==> config.mk <==
export PLATFORM = sky130hd
export DESIGN_NAME = mvb_tx_scheduler
export DESIGN_NICKNAME = d
export VERILOG_FILES = /design/src/rtl/mvb_tx_pkg.sv /design/src/rtl/mvb_tx_timer.sv /design/src/rtl/mvb_tx_scheduler.sv
export SDC_FILE = /design/constraint.sdc
export NUM_CORES = 1
export LEC_CHECK = 0
export ABC_AREA = 1
export CORE_ASPECT_RATIO = 1.25
export CORE_UTILIZATION = 51
export CTS_BUF_LIST = sky130_fd_sc_hd__clkbuf_4
export CTS_CLUSTER_SIZE = 24
export DETAILED_ROUTE_END_ITERATION = 16
export GPL_TIMING_DRIVEN = 0
export HOLD_SLACK_MARGIN = 0.06
export PLACE_DENSITY = 0.84
export SLEW_MARGIN = 40
export SYNTH_ARGS = -nofsm -noshare
export SYNTH_HDL_FRONTEND = slang
export SYNTH_SLANG_ARGS = --single-unit
==> constraint.sdc <==
create_clock -name clk -period 4.7 [get_ports clk]
set_input_delay 0.94 -clock clk [delete_from_list [all_inputs] [get_ports clk]]
set_output_delay 0.94 -clock clk [all_outputs]
set_load 0.01 [all_outputs]
==> src/rtl/mvb_tx_pkg.sv <==
// Shared types and constants for the MVB transmit scheduler.
package mvb_tx_pkg;

  // Scheduler sequencing states.
  typedef enum logic [2:0] {
    ST_IDLE      = 3'd0,
    ST_START     = 3'd1,
    ST_WAIT_DONE = 3'd2,
    ST_GAP       = 3'd3,
    ST_REJECT    = 3'd4
  } tx_state_e;

  // Frame-type encodings driven as {master_frame, slave_frame}.
  localparam logic [1:0] FT_MASTER = 2'b10;
  localparam logic [1:0] FT_SLAVE  = 2'b01;

  // Default timing, in 24 MHz clock cycles.
  localparam int PULSE_CYCLES_DEF   = 8;
  localparam int GAP_CYCLES_DEF     = 48;
  localparam int TIMEOUT_CYCLES_DEF = 40000;

  // The timer reaches zero on the last cycle of a phase, so a phase of
  // N cycles is loaded with N-1.
  function automatic logic [15:0] phase_load(input int cycles);
    return 16'(cycles - 1);
  endfunction

endpackage

==> src/rtl/mvb_tx_timer.sv <==
// 16-bit loadable down-counter shared by the timed scheduler phases.
module mvb_tx_timer (
  input  logic        clk,
  input  logic        rst,
  input  logic        load,
  input  logic [15:0] value,
  output logic        zero
);

  logic [15:0] count_r;

  // Load on request, otherwise count down and hold at zero.
  always_ff @(posedge clk) begin
    if (!rst) begin
      count_r <= 16'd0;
    end else if (load) begin
      count_r <= value;
    end else if (count_r != 16'd0) begin
      count_r <= count_r - 16'd1;
    end else begin
      count_r <= count_r;
    end
  end

  assign zero = (count_r == 16'd0);

endmodule

==> src/rtl/mvb_tx_scheduler.sv <==
// Arbitrates the MVB frame encoder between the master poller and the slave
// reply source and sequences strobe, completion wait and inter-frame gap.
module mvb_tx_scheduler
  import mvb_tx_pkg::*;
#(
  parameter int PULSE_CYCLES   = PULSE_CYCLES_DEF,
  parameter int GAP_CYCLES     = GAP_CYCLES_DEF,
  parameter int TIMEOUT_CYCLES = TIMEOUT_CYCLES_DEF
) (
  input  logic       clk,
  input  logic       rst,
  input  logic       m_req,
  input  logic [6:0] m_len,
  output logic       m_gnt,
  output logic       m_done,
  input  logic       s_req,
  input  logic [6:0] s_len,
  output logic       s_gnt,
  output logic       s_done,
  output logic       send_frame,
  output logic [6:0] data_length,
  output logic       master_frame,
  output logic       slave_frame,
  input  logic       frame_over,
  output logic       busy,
  output logic       len_err,
  output logic       timeout_err
);

  localparam logic [15:0] LOAD_PULSE   = phase_load(PULSE_CYCLES);
  localparam logic [15:0] LOAD_GAP     = phase_load(GAP_CYCLES);
  localparam logic [15:0] LOAD_TIMEOUT = phase_load(TIMEOUT_CYCLES);

  tx_state_e   state_r;
  logic        owner_slave_r;
  logic        wait_first_r;
  logic        frame_over_r;
  logic        frame_over_rr;
  logic        req_any_s;
  logic        win_slave_s;
  logic [6:0]  win_len_s;
  logic        fo_edge_s;
  logic        timer_load_s;
  logic [15:0] timer_value_s;
  logic        timer_zero_s;

  // Registered copies of frame_over for rising-edge detection.
  always_ff @(posedge clk) begin
    if (!rst) begin
      frame_over_r  <= 1'b0;
      frame_over_rr <= 1'b0;
    end else begin
      frame_over_r  <= frame_over;
      frame_over_rr <= frame_over_r;
    end
  end

  // Arbitration, edge qualification and timer reload on each phase entry.
  always_comb begin
    req_any_s     = s_req | m_req;
    win_slave_s   = s_req;
    win_len_s     = s_req ? s_len : m_len;
    // An edge registered in the first WAIT_DONE cycle happened during START.
    fo_edge_s     = frame_over_r & ~frame_over_rr & ~wait_first_r;
    timer_load_s  = 1'b0;
    timer_value_s = 16'd0;
    case (state_r)
      ST_IDLE: begin
        if (req_any_s && (win_len_s != 7'd0)) begin
          timer_load_s  = 1'b1;
          timer_value_s = LOAD_PULSE;
        end else begin
          timer_load_s  = 1'b0;
          timer_value_s = 16'd0;
        end
      end
      ST_START: begin
        if (timer_zero_s) begin
          timer_load_s  = 1'b1;
          timer_value_s = LOAD_TIMEOUT;
        end else begin
          timer_load_s  = 1'b0;
          timer_value_s = 16'd0;
        end
      end
      ST_WAIT_DONE: begin
        if (fo_edge_s || timer_zero_s) begin
          timer_load_s  = 1'b1;
          timer_value_s = LOAD_GAP;
        end else begin
          timer_load_s  = 1'b0;
          timer_value_s = 16'd0;
        end
      end
      default: begin
        timer_load_s  = 1'b0;
        timer_value_s = 16'd0;
      end
    endcase
  end

  mvb_tx_timer u_timer (
    .clk   (clk),
    .rst   (rst),
    .load  (timer_load_s),
    .value (timer_value_s),
    .zero  (timer_zero_s)
  );

  // Transmission sequencer with registered encoder and handshake outputs.
  always_ff @(posedge clk) begin
    if (!rst) begin
      state_r       <= ST_IDLE;
      owner_slave_r <= 1'b0;
      wait_first_r  <= 1'b0;
      m_gnt         <= 1'b0;
      m_done        <= 1'b0;
      s_gnt         <= 1'b0;
      s_done        <= 1'b0;
      send_frame    <= 1'b0;
      data_length   <= 7'd0;
      master_frame  <= 1'b0;
      slave_frame   <= 1'b0;
      busy          <= 1'b0;
      len_err       <= 1'b0;
      timeout_err   <= 1'b0;
    end else begin
      m_gnt        <= 1'b0;
      m_done       <= 1'b0;
      s_gnt        <= 1'b0;
      s_done       <= 1'b0;
      len_err      <= 1'b0;
      timeout_err  <= 1'b0;
      wait_first_r <= 1'b0;
      case (state_r)
        ST_IDLE: begin
          if (req_any_s) begin
            s_gnt         <= win_slave_s;
            m_gnt         <= ~win_slave_s;
            owner_slave_r <= win_slave_s;
            busy          <= 1'b1;
            if (win_len_s == 7'd0) begin
              state_r <= ST_REJECT;
              len_err <= 1'b1;
              s_done  <= win_slave_s;
              m_done  <= ~win_slave_s;
            end else begin
              state_r     <= ST_START;
              send_frame  <= 1'b1;
              data_length <= win_len_s;
              {master_frame, slave_frame} <= win_slave_s ? FT_SLAVE : FT_MASTER;
            end
          end
        end
        ST_START: begin
          if (timer_zero_s) begin
            state_r      <= ST_WAIT_DONE;
            send_frame   <= 1'b0;
            wait_first_r <= 1'b1;
          end
        end
        ST_WAIT_DONE: begin
          if (fo_edge_s) begin
            state_r <= ST_GAP;
            s_done  <= owner_slave_r;
            m_done  <= ~owner_slave_r;
          end else if (timer_zero_s) begin
            state_r     <= ST_GAP;
            timeout_err <= 1'b1;
            s_done      <= owner_slave_r;
            m_done      <= ~owner_slave_r;
          end
        end
        ST_GAP: begin
          if (timer_zero_s) begin
            state_r      <= ST_IDLE;
            busy         <= 1'b0;
            data_length  <= 7'd0;
            master_frame <= 1'b0;
            slave_frame  <= 1'b0;
          end
        end
        ST_REJECT: begin
          state_r <= ST_IDLE;
          busy    <= 1'b0;
        end
        default: begin
          state_r      <= ST_IDLE;
          busy         <= 1'b0;
          send_frame   <= 1'b0;
          data_length  <= 7'd0;
          master_frame <= 1'b0;
          slave_frame  <= 1'b0;
        end
      endcase
    end
  end

endmodule
* Word level (Yosys, flattened, before mapping) *
Index checks and enable logic that the tools add are counted.

cells by class
  mux-type cells = 46
  bitwise operators = 12
  equality and inequality tests = 9
  reduce and logical (&&, ||, !) cells = 19
  add/subtract/negate cells = 1

operators by type and width
  operator               count
  $mux 16                3
  $pmux 16 s3            1
  $mux 7                 4
  $mux 3                 7
  $pmux 7 s3             1
  $mux 1                 20
  $logic_not 16->1       1
  $reduce_bool 16->1     1
  $sub 16x1->16 const B  1
  $pmux 1 s3             5
  $pmux 3 s4             1
  $reduce_and 4->1       3
  $not 1->1              9
  $reduce_or 3->1        3
  $ne 2x2->1 const B     4
  $logic_not 7->1        1
  $reduce_bool 7->1      1
  $eq 3x2->1 const B     2
  $mux 6                 1
  $reduce_and 3->1       2
  $pmux 1 s2             2
  $reduce_and 2->1       2
  $eq 3x1->1 const B     1
  $eq 3x3->1 const B     1
  9 further kinds        10

word-level totals
  input port bits = 19
  logic and storage cells = 104
  output and inout port bits = 17
  register bits = 40

* Depth between registers and ports, before layout *
Gate-level depths: netlist of the first run.

  depth in word-level cells = 7
  mapped depth = 13
  depth with buffers taken out = 13

* Modules after synthesis *
Synthesis of the first run repeated with hierarchy kept, for this count alone.

unflattened totals
  cells, all modules = 353
  area total of the unflattened synthesis = 2,304.7 um^2

modules (own cells, without submodules)
  module            area each (um^2)  seq. area each (um^2)  cells an instance  instances
  mvb_tx_scheduler  1,189.9           480.5                  173                1
  mvb_tx_timer      1,114.8           320.3                  180                1

* Least setup slack after synthesis of the first run *
OpenSTA, ideal clock, no wires.

  path type = input-to-reg
  start = input s_req
  end = register master_frame
  slack = 2,692 ps
  required time = 4,586 ps
  arrival = 1,894 ps
  path buffers = 2
  cell stages on the path = 11
  setup time = 114 ps
  cells stage by stage = buf_6 -> nand2_1 -> nand2_1 -> nand3b_1 -> nor2_4 -> nand2_2 -> nand3_2 -> buf_6 -> nand2_1 -> nand2_1 -> nor2_1

on the way
  cells in the longest elaborated chain, start to end = 4
  elaborated cells on any way between the ends = 10
  those cells by class = 2 x eq/ne; 5 x mux; 1 x bitwise; 2 x reduce/logical

RTL lines
  element                                                          RTL line                                         text
  start: declaration                                               mvb_tx_scheduler.sv:16                           input logic s_req,
  $mux 7 / $mux 2 (equally long branches)                          mvb_tx_scheduler.sv:62, mvb_tx_scheduler.sv:151
  $logic_not 7->1 / $mux 1 (equally long branches)                 mvb_tx_scheduler.sv:142                          if (win_len_s == 7'd0) begin
  $ne 2x2->1 (no line) / $mux 1 (equally long branches)            n/a
  $reduce_and 4->1 (no line) / $pmux 1 s3 (equally long branches)  n/a
  end signal: assignment                                           mvb_tx_scheduler.sv:151                          {master_frame, slave_frame} <= win_slave_s ? FT_SLAVE : FT_MASTER;
  end: declaration                                                 mvb_tx_scheduler.sv:22                           output logic master_frame,

Several ways; a longest one is shown, not always the timed one. The select of a mux whose other input is x is not followed.
A chain may end at the register's enable or synchronous reset.

* Worst setup path in the final report of the first run *
  start = input s_req
  end = register u_timer.count_r[4]

on the way
  cells in the longest elaborated chain, start to end = 6
  elaborated cells on any way between the ends = 8
  those cells by class = 4 x mux; 1 x bitwise; 3 x reduce/logical

RTL lines
  element                                              RTL line                text
  $mux 7                                               mvb_tx_scheduler.sv:62  win_len_s = s_req ? s_len : m_len;
  $reduce_bool 7->1                                    mvb_tx_scheduler.sv:69  if (req_any_s && (win_len_s != 7'd0)) begin
  $logic_and 1x1->1 (*)                                mvb_tx_scheduler.sv:69
  $mux 1 (*)                                           mvb_tx_scheduler.sv:69
  $pmux 1 s3 (*)                                       mvb_tx_scheduler.sv:67  case (state_r)
  $mux 16 / $reduce_bool 2->1 (equally long branches)  n/a
  end signal: assignment                               mvb_tx_timer.sv:17      count_r <= value;
  end signal: assignment                               mvb_tx_timer.sv:19      count_r <= count_r - 16'd1;
  end signal: assignment                               mvb_tx_timer.sv:21      count_r <= count_r;
  end: declaration                                     mvb_tx_timer.sv:10      logic [15:0] count_r;

Every way passes the cells marked *; elsewhere a longest branch is shown, timed or not.

==> flow_metrics.py, run 1 <==
metrics = {
    "outcome": {
        "run_status": "finished, final reports clean",
    },
    "synthesis": {
        "post-synth-top-area-fraction": 0.368,
        "seq_area_frac_synth": 0.368,
        "syn-num-nets": 345,
        "synth_top_cell_by_area": "sky130_fd_sc_hd__dfxtp_1",
        "synthCells": 324,
        "most_area_consuming_cells_after_synthesis": "sky130_fd_sc_hd__dfxtp_1 (37%), sky130_fd_sc_hd__nand2_1 (14%), sky130_fd_sc_hd__nor2_1 (8.1%), sky130_fd_sc_hd__inv_1 (6.2%), sky130_fd_sc_hd__nand3_1 (4.8%)",
        "library_cells_used_by_synthesis": 30,
        "synthesis.area_sq_um": 2180,
        "synth.ff_latch_count": 40,
        "synth.avg_cell_area_sq_um": 6.72,
        "yosys_warnings": 0,
    },
    "placement": {
        "gpl.final_weighted_congestion": 0.947,
        "placedCellCount": 415,
        "dp.final_hpwl_microns": 3850,
        "place.port_buffers": 35,
        "post-place-ws_ps": 1950,
    },
    "power": {
        "leakagePower_nw": 1.27,
        "ir_worst_vdd_v": 0.000360,
        "power_density_nw_per_um2": 703,
    },
    "die": {
        "floorplan.die_area_sq_um": 4530,
        "die_ht_microns": 75.0,
        "io_pins": 36,
        "coreArea_sq_um": 4100,
        "die_outline_width_microns": 60.4,
        "placementRows": 26,
        "initial_utilization": 0.531,
    },
    "clock_network": {
        "cts_hold_repair.buffers": 0,
        "cts.sinks": 40,
        "tritoncts.num_buffers": 5,
        "cts_clock_pin_slew_for_the_worst_setup_and_hold_paths_ps": 130,
        "postCtsSetupRepairBufs": 0,
        "cts_tree": "built",
        "clkLatencyLatePin_ps": 360,
        "maximum_number_of_buffers_from_clock_root_to_sink": 2,
        "cts-resized-gates": 0,
        "ctsRootBufferMaster": "sky130_fd_sc_hd__clkbuf_4",
        "cts_max_level": 2,
    },
    "sta": {
        "setup-tns-final_ps": 0,
        "timing.max_slew.rel_slack": 0.689,
        "finalMaxSlewViolations": 0,
        "achievable_clock_frequency_ghz": 0.422,
        "setup-violations-final": 0,
        "final.hold.worst_slack_ps": 445,
        "worst_clock_skew_ps": 14.3,
        "hold_viol": 0,
        "setup_repair_after_global_routing_missed_its_margin": "no",
        "final_period_demand_of_the_worst_path_ps": 2370,
        "timing.final.crit_share": 0.504,
        "fin_ws_ps": 2330,
        "tightestPinTransition_ps": 466,
    },
    "drt": {
        "highest-signal-layer": "met4",
        "dr_iter_0_viols": 130,
        "dr_total_vias": 2068,
        "vias_per_cell": 4.89,
        "dr.pass1.iters": 4,
        "met3WireLength_microns": 245,
        "drc_errors": 0,
        "routedLengthMet1_microns": 1890,
        "dr_wl_met2_microns": 2530,
        "drt-wirelength-per-cell_microns": 11.4,
        "final_antenna_net_count": 0,
        "route.final.wire_length_microns": 4800,
    },
    "worst_setup_path": {
        "worst_ep_arrival_time_ps": 2670,
        "worstSetupPathType": "in2reg",
        "critPathMaxFanout": 10,
        "crit_required_ps": 5000,
        "cp-start-kind": "input port",
        "critPathCaptureType": "flop",
    },
    "final_layout": {
        "largest_register": "u_timer.count_r",
        "final_nets": 387,
        "largest_register_ffs": 16,
        "areaGrowthSynthToFinish_pct": 23.0,
        "antenna-diode-count": 0,
        "stdcell_count": 423,
        "drive_above_1_share": 0.134,
        "largest_registers": "u_timer.count_r: 16 flops, data_length: 7 flops, state_r: 3 flops",
        "finish.utilization": 0.653,
    },
    "global_route": {
        "overflow": 0,
        "grt_start_max_net_pins": 14,
        "number_of_global_route_vias_before_repair": 1909,
        "grt_first_pass_wirelength_microns": 7750,
        "antenna_found_initial": 0,
        "global_route_usage_over_all_layers": 0.233,
    },
    "hold_path": {
        "hold_class": "reg2reg",
    },
    "job": {
        "number_of_max_cap_violations": 0,
    },
}
-- where the power goes --
part	leakage (nW)	internal [mW]	switching, mW	total (mW)
sequential	0.328	0.446	0.0780	0.524
combinational	0.895	0.441	0.692	1.13
clock	0.0428	0.111	0.114	0.226
total	1.27	0.998	0.885	1.88
-- layout by cell type, fill, tap and decap left out, types with 2 or more instances in the layout --
cell type	netlist	routed
sky130_fd_sc_hd__nand2_1	83	83
sky130_fd_sc_hd__nor2_1	47	47
sky130_fd_sc_hd__dfxtp_1	40	40
sky130_fd_sc_hd__inv_1	36	36
sky130_fd_sc_hd__clkdlybuf4s50_1	0	35
sky130_fd_sc_hd__nand3_1	21	21
sky130_fd_sc_hd__a21oi_1	17	17
sky130_fd_sc_hd__nand2_2	12	12
sky130_fd_sc_hd__nor2_2	8	8
sky130_fd_sc_hd__o21ai_0	6	6
sky130_fd_sc_hd__nand4_1	6	6
sky130_fd_sc_hd__clkbuf_4	0	5
sky130_fd_sc_hd__inv_2	4	4
sky130_fd_sc_hd__xnor2_1	4	4
sky130_fd_sc_hd__xor2_1	4	4
sky130_fd_sc_hd__or2_2	4	4
sky130_fd_sc_hd__buf_6	3	3
sky130_fd_sc_hd__nor2_4	3	3
sky130_fd_sc_hd__nand3b_1	3	3
sky130_fd_sc_hd__nor3_1	3	3
sky130_fd_sc_hd__a31oi_1	3	3
sky130_fd_sc_hd__o21ai_1	3	3
sky130_fd_sc_hd__clkinv_1	1	2
sky130_fd_sc_hd__clkbuf_1	2	2
sky130_fd_sc_hd__nand2_4	2	2
sky130_fd_sc_hd__a21oi_2	2	2
sky130_fd_sc_hd__ha_1	2	2
-- synth_stat cells --
cell type	instances
sky130_fd_sc_hd__nand2_2	12
sky130_fd_sc_hd__nor2_4	3
sky130_fd_sc_hd__nand2_1	83
sky130_fd_sc_hd__nand3_2	1
sky130_fd_sc_hd__a21oi_2	2
sky130_fd_sc_hd__a21boi_0	1
sky130_fd_sc_hd__inv_2	4
sky130_fd_sc_hd__clkbuf_1	2
sky130_fd_sc_hd__nor3_1	3
sky130_fd_sc_hd__o21ai_0	6
sky130_fd_sc_hd__a21oi_1	17
sky130_fd_sc_hd__inv_1	36
sky130_fd_sc_hd__clkinv_1	1
sky130_fd_sc_hd__xnor2_1	4
sky130_fd_sc_hd__nand3b_1	3
sky130_fd_sc_hd__or2_2	4
sky130_fd_sc_hd__o21ai_2	1
sky130_fd_sc_hd__nand4_2	1
sky130_fd_sc_hd__nor2_2	8
sky130_fd_sc_hd__o21ai_1	3
sky130_fd_sc_hd__xor2_1	4
sky130_fd_sc_hd__buf_6	3
sky130_fd_sc_hd__nand4_1	6
sky130_fd_sc_hd__a31oi_1	3
sky130_fd_sc_hd__buf_2	1
sky130_fd_sc_hd__ha_1	2
sky130_fd_sc_hd__nand2_4	2
sky130_fd_sc_hd__nand3_1	21
sky130_fd_sc_hd__dfxtp_1	40
sky130_fd_sc_hd__nor2_1	47
-- worst max-delay path, cell delays in order --
cell and delay [ps]:
sky130_fd_sc_hd__clkdlybuf4s50_1 540, sky130_fd_sc_hd__inv_2 110, sky130_fd_sc_hd__nand2_1 70, sky130_fd_sc_hd__nand2_1 70, sky130_fd_sc_hd__inv_2 60, sky130_fd_sc_hd__nand2_1 60
sky130_fd_sc_hd__nor2_1 120, sky130_fd_sc_hd__nand2_2 100, sky130_fd_sc_hd__nand2_4 110, sky130_fd_sc_hd__inv_2 50, sky130_fd_sc_hd__nor2_4 90, sky130_fd_sc_hd__buf_6 160
sky130_fd_sc_hd__nand2_2 70, sky130_fd_sc_hd__a21oi_2 120
-- area by class of cell --
type	instances	area (sq um)
inverter	41	154
timing repair buffer	35	350
clock buffer	5	37.5
clock inverter	3	42.5
tap	56	70.1
sequential	40	801
multi-input combinational	237	1170
fill	376	1420
buffer	6	46.3
-- metal layers --
| layer | global-route usage | vias up |
|---|---|---|
| met4 | 0.114 | 0 |
| met2 | 0.433 | 54 |
| met3 | 0.0687 | 12 |
| met5 | 0 | - |
| li1 | - | 1097 |
| met1 | 0.232 | 905 |
-- metrics by stage --
stage	power, mW	instance area, sq um
detailed placement	1.65	2600
finish	1.88	2680
CTS	1.88	2680
global route	2.04	2680
floorplan	1.37	2180
global placement	1.63	2600
-- logic make-up (layout without fill, tap and decap cells) --
group	Yosys count	count (layout)	synth area share
flip-flops	40	40	0.368
adder cells (fa/ha/maj)	2	2	0.0115
AND/OR/NAND/NOR	194	194	0.412
buffers and inverters	47	90	0.0920
XOR/XNOR	8	8	0.0322
AO/OA/AOI/OAI	33	33	0.0840
-- path summary, 6_finish.rpt --
check                          start            endpoint  slack, ps  cells after the start
hold / removal          frame_over_r       frame_over_rr        450                      2
setup / recovery               s_req  u_timer.count_r[4]       2330                     14
setup reg to reg  u_timer.count_r[0]  u_timer.count_r[4]       2810                     12
hold reg to reg         frame_over_r       frame_over_rr        450                      2
Note: power is estimated with default switching activity, not from simulation.
==> run 2: changes to the inputs <==
- clock period: 4.7 -> 2.2 ns (I/O delays scaled with it)
==> results of run 2 <==
Same layout as run 1 (identical final DEF). Status: finished, final reports clean.
Main changes from that run: setup slack after placement 1950 ps -> -48.5 ps; setup slack after layout 2330 ps -> 314 ps; start point of the critical path s_req -> u_timer.count_r[0]; register-to-register setup slack 2810 ps -> 310 ps; total power 1.88 mW -> 4.02 mW; worst IR drop on VDD 0.000360 V -> 0.000770 V
